[src/rtl/vga_timing_gen.sv]
// VGA raster timing: position, display enable and active-low syncs, all registered from the next position on each pix_ce edge.
// No backpressure; pix_ce qualifies advance. VGA_FRAME_COUNT_EN adds a 16-bit frame_count output.
module vga_timing_gen #(
  parameter int H_VISIBLE = 640,
  parameter int H_FP      = 16,
  parameter int H_SYNC    = 96,
  parameter int H_BP      = 48,
  parameter int V_VISIBLE = 480,
  parameter int V_FP      = 10,
  parameter int V_SYNC    = 2,
  parameter int V_BP      = 33
) (
  input  logic        vga_clk,
  input  logic        reset_n,
  input  logic        pix_ce,
  output logic [9:0]  DrawX,
  output logic [9:0]  DrawY,
  output logic        blank,
  output logic        hs,
  output logic        vs,
  output logic        frame_start,
  output logic        line_start
`ifdef VGA_FRAME_COUNT_EN
  ,
  output logic [15:0] frame_count
`endif
);

  localparam int H_TOTAL = H_VISIBLE + H_FP + H_SYNC + H_BP;
  localparam int V_TOTAL = V_VISIBLE + V_FP + V_SYNC + V_BP;

  localparam logic [9:0]  H_MAX    = 10'(H_TOTAL - 1);
  localparam logic [9:0]  V_MAX    = 10'(V_TOTAL - 1);
  // Boundaries held at 11 bits so a 1024-wide total still compares correctly
  localparam logic [10:0] H_VIS    = 11'(H_VISIBLE);
  localparam logic [10:0] HS_START = 11'(H_VISIBLE + H_FP);
  localparam logic [10:0] HS_END   = 11'(H_VISIBLE + H_FP + H_SYNC);
  localparam logic [10:0] V_VIS    = 11'(V_VISIBLE);
  localparam logic [10:0] VS_START = 11'(V_VISIBLE + V_FP);
  localparam logic [10:0] VS_END   = 11'(V_VISIBLE + V_FP + V_SYNC);

  logic [9:0] hc, vc;
  logic [9:0] hc_next, vc_next;
  logic       blank_next, hs_next, vs_next;
  logic       line_next, frame_next;

  always_comb begin
    hc_next = (hc == H_MAX) ? 10'd0 : hc + 10'd1;
    vc_next = vc;
    if (hc == H_MAX) begin
      vc_next = (vc == V_MAX) ? 10'd0 : vc + 10'd1;
    end
    blank_next = ({1'b0, hc_next} < H_VIS) && ({1'b0, vc_next} < V_VIS);
    hs_next    = !(({1'b0, hc_next} >= HS_START) && ({1'b0, hc_next} < HS_END));
    vs_next    = !(({1'b0, vc_next} >= VS_START) && ({1'b0, vc_next} < VS_END));
    line_next  = (hc_next == 10'd0);
    frame_next = line_next && (vc_next == 10'd0);
  end

  // Counters start at the last position so the first advance presents (0,0)
  always_ff @(posedge vga_clk or negedge reset_n) begin
    if (!reset_n) begin
      hc          <= H_MAX;
      vc          <= V_MAX;
      DrawX       <= 10'd0;
      DrawY       <= 10'd0;
      blank       <= 1'b0;
      hs          <= 1'b1;
      vs          <= 1'b1;
      frame_start <= 1'b0;
      line_start  <= 1'b0;
    end else begin
      frame_start <= 1'b0;
      line_start  <= 1'b0;
      if (pix_ce) begin
        hc          <= hc_next;
        vc          <= vc_next;
        DrawX       <= hc_next;
        DrawY       <= vc_next;
        blank       <= blank_next;
        hs          <= hs_next;
        vs          <= vs_next;
        frame_start <= frame_next;
        line_start  <= line_next;
      end
    end
  end

`ifdef VGA_FRAME_COUNT_EN
  always_ff @(posedge vga_clk or negedge reset_n) begin
    if (!reset_n) begin
      frame_count <= 16'd0;
    end else if (pix_ce && frame_next) begin
      frame_count <= frame_count + 16'd1;
    end
  end
`endif

endmodule

[config.mk]
export PLATFORM = sky130hd
export DESIGN_NAME = vga_timing_gen
export DESIGN_NICKNAME = d
export VERILOG_FILES = /design/src/rtl/vga_timing_gen.sv
export SDC_FILE = /design/constraint.sdc
export NUM_CORES = 1
export LEC_CHECK = 0
export BUFFER_PORTS_ARGS = -buffer_cell sky130_fd_sc_hd__buf_2
export CORE_MARGIN = 1
export CORE_UTILIZATION = 55
export CTS_CLUSTER_SIZE = 24
export DETAILED_ROUTE_END_ITERATION = 8
export PLACE_DENSITY = 0.76
export SLEW_MARGIN = 20
export SYNTH_ARGS = -nofsm -noshare
export SYNTH_HDL_FRONTEND = slang
export SYNTH_SLANG_ARGS = --single-unit
export TNS_END_PERCENT = 30
[constraint.sdc]
create_clock -name vga_clk -period 2.6 [get_ports vga_clk]
set_input_delay 0.52 -clock vga_clk [delete_from_list [all_inputs] [get_ports vga_clk]]
set_output_delay 0.52 -clock vga_clk [all_outputs]
set_load 0.02 [all_outputs]
==> metrics.txt <==
data arrival time at the worst-slack endpoint=2.55 ns; number of global-route vias before repair=about 1,600; peak supply drop=471.8 µV; maximum number of pins on one net before global-route repair=36; crit path launch=hc[0]; slowest stage cell on the critical path=sky130_fd_sc_hd__dfstp_2; most frequent cell on the critical path=sky130_fd_sc_hd__and4_1; worst path buffer plus inverter count=0; fillers=~330; area delta synth->final=6.366%; number of slew-limit violations in the final report=0; setup repair after global routing missed its margin=no; final layout net count=~270; average via count per standard cell=5.821; final hold violation count=0; cell types with the highest counts after synthesis=26 x sky130_fd_sc_hd__nor2_1, 24 x sky130_fd_sc_hd__nand2_1, 23 x sky130_fd_sc_hd__dfrtp_1, 18 x sky130_fd_sc_hd__o21ai_0, 13 x sky130_fd_sc_hd__nand3_1; average wire length per cell after detail routing=around 14 µm; power per cell area=between 700 and 800 mW/mm²; leakage dissipation=between 0.001 and 0.0015 µW; clock slew at reported path FFs=0.08 ns; Seq/Total Area, Yosys=between 40% and 50%; Core Box Area=approximately 0.0038 mm²; max frequency=approximately 430 MHz; library cell with the largest summed area after synthesis=sky130_fd_sc_hd__dfrtp_1; starting density of the core=between 50% and 60%; final std cell area, no fill=roughly 0.0024 mm²; final-layout worst hold slack=0.2867 ns; number of buffers inserted by post-CTS setup repair=0; sum of overflow across all layers after global routing=0; floorplan row count=22; Remaining DRCs=0; final WL=4.431 mm; Synth Register Bits=35; Antenna Cells=0; Port-buffer cells=27; run status=complete, no violations; actual slew at the worst max-slew pin=0.7483 ns; Hold Path Class=primary input to asynchronous set/reset pin; Die ar.=around 0.0043 mm²; Clock Sinks=35; combined area of all synthesized cells=0.002221 mm²; antenna violations before repair=0; Boundary Pins=28; global-route wire length before repair=between 7 and 8 mm; Worst Clk Skew=a little over 0.008 ns; startpoint class of the critical path=flop; maximum fanout along the worst path=17; final sum of negative setup slack=0 ns; count of flip-flops with a built-in enable after synthesis=0; Reg2Reg Launch Point=hc[0]; die boundary height=approximately 66 µm; number of distinct library cell variants in the gate-level netlist after synthesis=53; CTS tree=yes; layout cell share with drive strength beyond 1=between 20% and 30%; placed wire-length estimate=2.993 mm; Crit. End Element=flop; max-cap check violation count=0; clock period minus final worst setup slack=about 2.3 ns; maximum root-to-sink buffer count=2; cells taking the most area after synthesis=sky130_fd_sc_hd__dfrtp_1 26%, sky130_fd_sc_hd__dfstp_2 14%, sky130_fd_sc_hd__nor2_1 4.4%; Skew-Pair Late Insertion Delay=slightly below 0.3 ns; DRT iter0 DRCs=roughly 120; total placed instance area=between 0.002 and 0.0025 mm²; Avg Inst Size Synth=8.848 µm²; number of setup violations in the final report=0; final weighted congestion in routability-driven placement=just under 0.9; CTS buffer count=5; required time at the worst-slack endpoint=2.83 ns; floorplan die width=65.55 µm; H-tree Lvls=2; cell chosen for the clock root=sky130_fd_sc_hd__clkbuf_8; final cycle utilization of the critical path=89.11%; post-route ant nets=0; multi-input combinational cell area=0.001099 mm²; Detailed Routing Iterations Pass 1=4; delay-heaviest family, CP=simple AND/OR/NAND/NOR gates; proportion of netlist area held by the largest area contributor=between 20% and 30%; classification of the worst setup path=flop to flop; Storage cell area=between 800 and 900 µm²; DR vias=~1,800; fraction of registers with async set/reset=between 90% and 100%; most common cell in the synthesized netlist=sky130_fd_sc_hd__nor2_1; synthesized netlist cell count=approximately 250; synthesis warning total=0; cells along the critical path=ha_1, and4_1, and3_4, nor2_1, nor3_1, o2111a_1, and4_1; main flop type after synthesis=sky130_fd_sc_hd__dfrtp_1; global router's overall resource usage=between 20% and 30%; Syn Nets=258; worst slew slack as a fraction of its limit=50.11%; delay of the slowest cell on the worst path=between 0.5 and 0.6 ns
worst paths after layout:
path / to / slack [ns] / cells past startpoint
max: frame_start / 0.28 / 7
min: DrawX[6] / 0.29 / 1
max reg2reg: frame_start / 0.28 / 7
min reg2reg: DrawY[3] / 0.48 / 1
max in group asynchronous: DrawY[2] / 1.83 / 1
min in group vga_clk: DrawY[3] / 0.48 / 1
state kept, by name, indices dropped and copies added, names as in the netlist:
register and flops:
DrawX 10, DrawY 10, blank 1, frame_start 1
hc 7, hs 1, line_start 1, vc 3
vs 1
through the flow:
stage	std cells	total power (µW)	utilization, %	setup slack (ns)
floorplan	251	1177	-	0.4936
global placement	299	1275	59.39	0.3775
detailed placement	299	1286	59.39	0.2897
CTS	307	1814	62.51	0.2767
global route	307	1917	62.64	0.1175
finish	307	1802	62.64	0.2832
repair_timing:
action	4_1_cts	5_1_grt
hold buffers	0	0
endpoints found under the setup margin	0	1
gates resized for setup	0	1
layer usage:
metal,global-route usage [%],vias up,share of wire (%)
met5,0,-,0
met4,11.14,0,2.0
met3,5.382,9,6.1
met2,32.73,61,42
met1,34.63,834,50
li1,-,883,-
final cells by class:
| type | instances | area share (%) |
|---|---|---|
| Tap cell | 48 | 2.542 |
| Sequential cell | 35 | 37.71 |
| Multi-Input combinational cell | 175 | 46.50 |
| Inverter | 12 | 1.907 |
| Clock inverter | 2 | 1.483 |
| Timing Repair Buffer | 29 | 6.356 |
| Clock buffer | 6 | 3.496 |
worst reg2reg max path, stage by stage (launching register included):
cell	delay [ns]
sky130_fd_sc_hd__dfstp_2	0.59
sky130_fd_sc_hd__ha_1	0.24
sky130_fd_sc_hd__and4_1	0.27
sky130_fd_sc_hd__and3_4	0.34
sky130_fd_sc_hd__nor2_1	0.10
sky130_fd_sc_hd__nor3_1	0.30
sky130_fd_sc_hd__o2111a_1	0.26
sky130_fd_sc_hd__and4_1	0.16
power by group:
part	switching, µW	internal (µW)
registers	126	668
clock network	205	310
logic	292	200
cells in the final DEF, fill, tap and decap left out, types with 5 or more instances in the layout:
cell type	n
sky130_fd_sc_hd__buf_2	27
sky130_fd_sc_hd__nor2_1	26
sky130_fd_sc_hd__nand2_1	24
sky130_fd_sc_hd__dfrtp_1	23
sky130_fd_sc_hd__o21ai_0	18
sky130_fd_sc_hd__inv_1	12
sky130_fd_sc_hd__nand3_1	12
sky130_fd_sc_hd__dfstp_2	12
sky130_fd_sc_hd__xnor2_1	10
sky130_fd_sc_hd__a21oi_1	9
sky130_fd_sc_hd__and3_1	6
sky130_fd_sc_hd__clkbuf_8	6
sky130_fd_sc_hd__xor2_1	5
cell families (layout without fill, tap and decap cells):
logic type      after synthesis  after routing  share of synthesized area [%]
compound gates               59             59                          17.58
mux                           2              2                         0.9014
fa+ha+maj                     4              4                          2.254
buf+inv                      41             49                          10.65
flops                        35             35                          40.11
xor+xnor                     15             15                          5.915
simple gates                 95             95                          22.59
Note: power is estimated with default switching activity, not from simulation.
